<file path="src/rtl/bash_pkg.sv">
// -----------------------------------------------------------------------------
// bash_pkg
// Shared constants and types for the bash line port: buffer depth, the ASCII
// codes the line editor reacts to, the port state enum and a printable test.
// -----------------------------------------------------------------------------
package bash_pkg;

  // Line buffer entries, including the 0x00 terminator.
  localparam int MAX_LEN = 32;

  localparam logic [7:0] NUL      = 8'h00;
  localparam logic [7:0] BS       = 8'h08;
  localparam logic [7:0] LF       = 8'h0A;
  localparam logic [7:0] CR       = 8'h0D;
  localparam logic [7:0] PRINT_LO = 8'h20;
  localparam logic [7:0] PRINT_HI = 8'h7E;

  typedef enum logic [1:0] {
    ST_EDIT,
    ST_SEND,
    ST_RUN,
    ST_DONE
  } bash_state_t;

  function automatic logic is_print(input logic [7:0] c);
    return (c >= PRINT_LO) && (c <= PRINT_HI);
  endfunction

endpackage

</file>
<file path="src/rtl/bash_line_buf.sv">
// -----------------------------------------------------------------------------
// bash_line_buf
// Line storage for the bash line port: DEPTH x 8 bit array with one
// synchronous write port and one combinational read port.
//   clk        : clock
//   i_wr_en    : write strobe
//   i_wr_idx   : write index
//   i_wr_data  : write data
//   i_rd_idx   : read index
//   o_rd_data  : data at i_rd_idx (combinational)
// -----------------------------------------------------------------------------
module bash_line_buf
  import bash_pkg::*;
#(
  parameter int DEPTH = MAX_LEN,
  parameter int AW    = $clog2(DEPTH)
) (
  input  logic          clk,
  input  logic          i_wr_en,
  input  logic [AW-1:0] i_wr_idx,
  input  logic [7:0]    i_wr_data,
  input  logic [AW-1:0] i_rd_idx,
  output logic [7:0]    o_rd_data
);

  // Contents are not reset: only entries below the committed length are
  // ever read back, and each of those is written before the commit.
  logic [7:0] r_mem [DEPTH];

  always_ff @(posedge clk) begin
    if (i_wr_en) begin
      r_mem[i_wr_idx] <= i_wr_data;
    end
  end

  assign o_rd_data = r_mem[i_rd_idx];

endmodule

</file>
<file path="src/rtl/bash_line_port.sv">
// -----------------------------------------------------------------------------
// bash_line_port
// Terminal-side endpoint of the bash line protocol. Keyboard characters are
// edited into a line buffer with local echo; on Enter the committed line is
// served to the command one character per lineOut_nextASCII, then the
// command's output is streamed to the screen until in_solved, acknowledged by
// a one-cycle out_solved.
//   clk, rst            : clock, synchronous active-high reset
//   key_valid/key_ascii : keyboard strobe and character
//   key_drop            : pulse, keystroke discarded
//   scr_valid/scr_char  : pending screen character
//   scr_ready           : screen writer accepts
//   out_newASCII_ready  : line is being served
//   out_lineLen         : committed length incl. terminator
//   lineOut             : current served character
//   lineOut_nextASCII   : command consumed lineOut
//   in_newASCII_ready   : command has an output character on lineIn
//   lineIn_nextASCII    : pulse, lineIn taken this cycle
//   in_solved           : command finished
//   out_solved          : one-cycle acknowledge
// -----------------------------------------------------------------------------
module bash_line_port
  import bash_pkg::*;
#(
  parameter int MAX_LEN = bash_pkg::MAX_LEN,
  parameter int GAP     = 2
) (
  input  logic       clk,
  input  logic       rst,
  input  logic       key_valid,
  input  logic [7:0] key_ascii,
  output logic       key_drop,
  output logic       scr_valid,
  output logic [7:0] scr_char,
  input  logic       scr_ready,
  output logic       out_newASCII_ready,
  output logic [5:0] out_lineLen,
  output logic [7:0] lineOut,
  input  logic       lineOut_nextASCII,
  input  logic       in_newASCII_ready,
  input  logic [7:0] lineIn,
  output logic       lineIn_nextASCII,
  input  logic       in_solved,
  output logic       out_solved
);

  localparam int AW = $clog2(MAX_LEN);
  localparam int CW = (GAP > 0) ? $clog2(GAP + 1) : 1;

  bash_state_t r_state;
  bash_state_t w_state_next;

  logic [5:0]    r_len;
  logic [5:0]    r_rd_idx;
  logic [5:0]    r_line_len;
  logic          r_scr_valid;
  logic [7:0]    r_scr_char;
  logic          r_key_drop;
  logic [CW-1:0] r_cool;
  logic          r_solved_pend;

  logic       w_key_drop;
  logic       w_echo;
  logic [7:0] w_echo_char;
  logic       w_wr_en;
  logic [7:0] w_wr_data;
  logic       w_len_inc;
  logic       w_len_dec;
  logic       w_commit;
  logic       w_rd_adv;
  logic       w_take;
  logic       w_solved;
  logic [7:0] w_rd_data;

  bash_line_buf #(
    .DEPTH (MAX_LEN),
    .AW    (AW)
  ) u_buf (
    .clk       (clk),
    .i_wr_en   (w_wr_en),
    .i_wr_idx  (r_len[AW-1:0]),
    .i_wr_data (w_wr_data),
    .i_rd_idx  (r_rd_idx[AW-1:0]),
    .o_rd_data (w_rd_data)
  );

  // State register
  always_ff @(posedge clk) begin
    if (rst) begin
      r_state <= ST_EDIT;
    end else begin
      r_state <= w_state_next;
    end
  end

  // Next state and per-cycle control strobes
  always_comb begin
    w_state_next = r_state;
    w_key_drop   = 1'b0;
    w_echo       = 1'b0;
    w_echo_char  = NUL;
    w_wr_en      = 1'b0;
    w_wr_data    = NUL;
    w_len_inc    = 1'b0;
    w_len_dec    = 1'b0;
    w_commit     = 1'b0;
    w_rd_adv     = 1'b0;
    w_take       = 1'b0;
    w_solved     = 1'b0;

    unique case (r_state)
      ST_EDIT: begin
        if (key_valid) begin
          // Echo is single-entry: a key arriving while the previous echo
          // is still pending cannot be shown, so it is discarded.
          if (r_scr_valid) begin
            w_key_drop = 1'b1;
          end else if (is_print(key_ascii)) begin
            if (r_len < 6'(MAX_LEN - 1)) begin
              w_wr_en     = 1'b1;
              w_wr_data   = key_ascii;
              w_len_inc   = 1'b1;
              w_echo      = 1'b1;
              w_echo_char = key_ascii;
            end else begin
              w_key_drop = 1'b1;
            end
          end else if (key_ascii == BS) begin
            if (r_len != 6'd0) begin
              w_len_dec   = 1'b1;
              w_echo      = 1'b1;
              w_echo_char = BS;
            end
          end else if ((key_ascii == CR) || (key_ascii == LF)) begin
            w_wr_en      = 1'b1;
            w_wr_data    = NUL;
            w_commit     = 1'b1;
            w_echo       = 1'b1;
            w_echo_char  = LF;
            w_state_next = ST_SEND;
          end
        end
      end

      ST_SEND: begin
        w_key_drop = key_valid;
        if (lineOut_nextASCII) begin
          // The terminator is the last entry; do not step past it.
          if (r_rd_idx == (r_line_len - 6'd1)) begin
            w_state_next = ST_RUN;
          end else begin
            w_rd_adv = 1'b1;
          end
        end
      end

      ST_RUN: begin
        w_key_drop = key_valid;
        if (in_solved || r_solved_pend) begin
          w_state_next = ST_DONE;
        end else if (in_newASCII_ready && (r_cool == '0) && !r_scr_valid) begin
          w_take = 1'b1;
          if (lineIn != NUL) begin
            w_echo      = 1'b1;
            w_echo_char = lineIn;
          end
        end
      end

      ST_DONE: begin
        w_key_drop = key_valid;
        // Hold the acknowledge until the last output character is on screen.
        if (!r_scr_valid) begin
          w_solved     = 1'b1;
          w_state_next = ST_EDIT;
        end
      end

      default: w_state_next = ST_EDIT;
    endcase
  end

  // Datapath registers
  always_ff @(posedge clk) begin
    if (rst) begin
      r_len         <= 6'd0;
      r_rd_idx      <= 6'd0;
      r_line_len    <= 6'd0;
      r_scr_valid   <= 1'b0;
      r_scr_char    <= NUL;
      r_key_drop    <= 1'b0;
      r_cool        <= '0;
      r_solved_pend <= 1'b0;
    end else begin
      r_key_drop <= w_key_drop;

      // New echo is only produced when nothing is pending, so load and
      // handshake never collide.
      if (w_echo) begin
        r_scr_valid <= 1'b1;
        r_scr_char  <= w_echo_char;
      end else if (r_scr_valid && scr_ready) begin
        r_scr_valid <= 1'b0;
      end

      if (w_len_inc) begin
        r_len <= r_len + 6'd1;
      end else if (w_len_dec) begin
        r_len <= r_len - 6'd1;
      end else if (w_solved) begin
        r_len <= 6'd0;
      end

      if (w_commit) begin
        r_line_len <= r_len + 6'd1;
        r_rd_idx   <= 6'd0;
      end else if (w_rd_adv) begin
        r_rd_idx <= r_rd_idx + 6'd1;
      end else if (w_solved) begin
        r_rd_idx <= 6'd0;
      end

      // Cooldown masks a command ready that lags its own index update.
      if (w_take) begin
        r_cool <= CW'(GAP);
      end else if (r_cool != '0) begin
        r_cool <= r_cool - 1'b1;
      end

      // A finish seen while the line is still being served is honoured
      // as soon as RUN is entered.
      if ((r_state == ST_SEND) && in_solved) begin
        r_solved_pend <= 1'b1;
      end else if ((r_state == ST_RUN) && (w_state_next == ST_DONE)) begin
        r_solved_pend <= 1'b0;
      end
    end
  end

  assign key_drop           = r_key_drop;
  assign scr_valid          = r_scr_valid;
  assign scr_char           = r_scr_char;
  assign out_newASCII_ready = (r_state == ST_SEND);
  assign out_lineLen        = r_line_len;
  // Buffer contents are not reset, so the read port is only exposed while serving.
  assign lineOut            = (r_state == ST_SEND) ? w_rd_data : NUL;
  assign lineIn_nextASCII   = w_take;
  assign out_solved         = w_solved;

endmodule

</file>
<file path="config.mk">
export PLATFORM = sky130hd
export DESIGN_NAME = bash_line_port
export DESIGN_NICKNAME = d
export VERILOG_FILES = /design/src/rtl/bash_pkg.sv /design/src/rtl/bash_line_buf.sv /design/src/rtl/bash_line_port.sv
export SDC_FILE = /design/constraint.sdc
export NUM_CORES = 1
export LEC_CHECK = 0
export CORE_MARGIN = 5
export CORE_UTILIZATION = 40
export DETAILED_ROUTE_END_ITERATION = 12
export GPL_ROUTABILITY_DRIVEN = 0
export RECOVER_POWER = 50
export SLEW_MARGIN = 10
export SYNTH_ARGS = -nofsm -noshare
export SYNTH_HDL_FRONTEND = slang
export SYNTH_SLANG_ARGS = --single-unit
</file>
<file path="constraint.sdc">
create_clock -name clk -period 6.1 [get_ports clk]
set_input_delay 0.61 -clock clk [delete_from_list [all_inputs] [get_ports clk]]
set_output_delay 0.61 -clock clk [all_outputs]
set_load 0.005 [all_outputs]
</file>
==> results.py <==
metrics = {
    "clock_tree": {
        "hold_buffers": 0,
        "cts_tree": "yes",
        "clockRootBuffer": "clkbuf_16",
        "numClockSinks": 294,
        "clk_path_buf_depth": 3,
        "cts_htree_levels": 1,
        "cts_buffers": 31,
        "clk-insertion-delay-late_ns": 0.55,
        "clk_pin_slew_worst_paths_ns": 0.06,
        "post-cts-setup-buffer-count": 0,
        "cts_resized": 0,
    },
    "timing": {
        "slew-limit-headroom": -0.329,
        "rsz0062_at_grt": "no",
        "clock-skew-final_ns": 0.0160,
        "setup_viol": 0,
        "tightestPinTransition_ns": 1.99,
        "fin_crit_ns": 4.33,
        "tns_ns": 0,
        "timing_max_transition_violations_final": 169,
        "hold_viol": 0,
        "fin_crit_sh": 0.710,
        "fin_ws_ns": 1.77,
        "max_freq_mhz": 231,
    },
    "place": {
        "io_buffers": 49,
        "hpwl_um": 17300,
        "dp.cells": 1134,
        "place_ws_ns": 2.26,
    },
    "critical_path": {
        "critPathLaunchType": "register",
        "endpoint_kind": "output pin",
        "crit_arrival_ns": 3.72,
        "required_ns": 5.49,
        "path_class": "register to output pin",
        "critPathMaxFanout": 40,
        "r2r_cells": 3,
    },
    "finish": {
        "fin_nets": 806,
        "area_growth_pct": 16.2,
        "drive_gt1_frac": 0.159,
        "fill_cells": 2481,
        "fin_cells": 1191,
        "diodes": 0,
    },
    "die": {
        "ios": 50,
        "die_h_um": 183,
        "die_area_um2": 33700,
        "core_area_um2": 29700,
        "initial_utilization": 0.405,
        "rows": 63,
        "die_x_um": 183,
    },
    "run_status": {
        "outcome": "finished, violations left",
        "failed_checks": "max-capacitance violations, max-slew violations",
    },
    "power_and_ir_drop": {
        "power_density_nw_per_um2": 294,
        "ir_drop_uv": 202,
        "p_leak_nw": 4.48,
    },
    "synth": {
        "synth-seq-cells": 294,
        "yosys.area.top_type": "edfxtp_1",
        "synth_ff_type": "edfxtp_1",
        "syn-cell-area_um2": 12000,
        "yosysMostFrequentCell": "edfxtp_1",
        "synthTopCellsByCount": "256 x edfxtp_1, 65 x mux4_2, 51 x nor2_1",
        "synth_top_area_share": 0.638,
        "async_flop_share": 0,
        "ys_types": 64,
        "synth_warnings": 0,
        "synth_edf_count": 256,
        "syn_inst": 691,
        "synth_seq_area_share": 0.702,
        "synth_area_leaders": "edfxtp_1 64%, mux4_2 12%, dfxtp_1 6.3%",
        "synth_area_per_cell_um2": 17.4,
    },
    "routing": {
        "drt_pass1_iterations": 5,
        "routedWlPerCell_um": 22.5,
        "vias": 6567,
        "drt_wl_total_um": 26800,
        "drc_errors": 0,
        "post_drt_via_cell_ratio": 5.51,
        "antenna_left": 0,
        "drt_iter0_drc": 506,
    },
    "min_path": {
        "hold_path_class": "register to register",
        "hold_path_depth": 1,
    },
    "global_routing": {
        "grt_pass1_wl_um": 41400,
        "grt_usage": 0.160,
        "antenna_found_initial": 0,
        "grt_pass1_vias": 6928,
        "grt-ovfl-total": 0,
        "grt_max_degree": 46,
    },
    "run": {
        "cap_violations": 5,
    },
}
==> worst paths after layout <==
check	startpoint	endpoint	slack, ns
min reg2reg	r_cool[0]$_SDFFE_PP0P_	r_cool[0]$_SDFFE_PP0P_	0.45
min	r_cool[0]$_SDFFE_PP0P_	r_cool[0]$_SDFFE_PP0P_	0.45
max reg2reg	scr_valid$_SDFFE_PP0P_	u_buf.r_mem[20][1]$_DFFE_PP_	2.29
max	register	lineOut[7]	1.77
==> critical path, stage by stage (launching register included) <==
cell	delay, ns
dfxtp_2	1.02
buf_4	0.52
mux4_2	0.38
mux2i_1	0.29
a22oi_1	0.20
and3_1	0.25
clkdlybuf4s50_1	0.45
==> layout make-up <==
type,count,area (um2),area share
clock buffers,41,823,0.0588
inverters,10,37.5,0.00268
clock inverters,16,159,0.0114
well taps,390,488,0.0349
flip-flops and latches,294,8450,0.604
repair buffers,58,536,0.0383
multi-input cells,382,3500,0.250
==> cell usage in the layout, fill, tap and decap left out, types with 6 or more instances in the layout <==
master           synthesis  final
dlygate4sd3_1            0     20
mux2i_1                 35     35
inv_1                   10     10
clkdlybuf4s50_1          0     29
nor2_1                  51     51
ha_1                     6      6
a21oi_1                 15     15
and3_1                  12     12
clkbuf_1                22     15
nand2_1                 25     25
mux4_2                  65     65
conb_1                   1     32
and2_0                   0      6
edfxtp_1               256    256
o22ai_1                  7      7
dfxtp_1                 38     35
xor2_1                   8      8
a211oi_1                 6      6
nor3_1                   7      8
clkbuf_16                0     31
nand3_1                 15     15
a22oi_1                 18     18
==> kinds of logic (layout without fill, tap and decap cells) <==
kind of cell    count (synthesis)  in the layout  synth area share
xor+xnor                       13             13           0.00946
compound gates                 75             75            0.0451
mux                           102            102             0.153
buf+inv                        46            125            0.0158
flops                         294            294             0.702
other cells                     1             32          0.000311
simple gates                  154            154            0.0689
fa+ha+maj                       6              6           0.00623
==> state kept, by name, summed over array words and instances (netlist names), 2 cells and up, named ones only <==
signal	cells
r_rd_idx	6
scr_char	8
r_len	6
u_buf.r_mem	256
r_state	2
r_cool	2
out_lineLen	6
==> power by group <==
| group | internal (mW) | switching, mW |
|---|---|---|
| Clock | 1.07 | 0.735 |
| Sequential | 2.19 | 0.0102 |
| Combinational | 0.0432 | 0.0724 |
| Total | 3.30 | 0.817 |
==> per-layer routing <==
| layer | share of wire | global-route usage |
|---|---|---|
| met1 | 0.43 | 0.219 |
| met3 | 0.062 | 0.0283 |
| met2 | 0.48 | 0.267 |
| met4 | 0.020 | 0.0396 |
| met5 | 0 | 0 |
==> through the flow <==
step | total power, mW | utilization | area (um2) | hold WS, ns
after global routing | 4.26 | 0.471 | 14000 | 0.488
final | 4.12 | 0.471 | 14000 | 0.454
after global placement | 2.36 | 0.440 | 13100 | 0.439
after detailed placement | 2.36 | 0.440 | 13100 | 0.450
after CTS | 4.17 | 0.473 | 14000 | 0.458
after floorplan | 2.30 | - | 12200 | 0.421
Note: power is estimated with default switching activity, not from simulation.
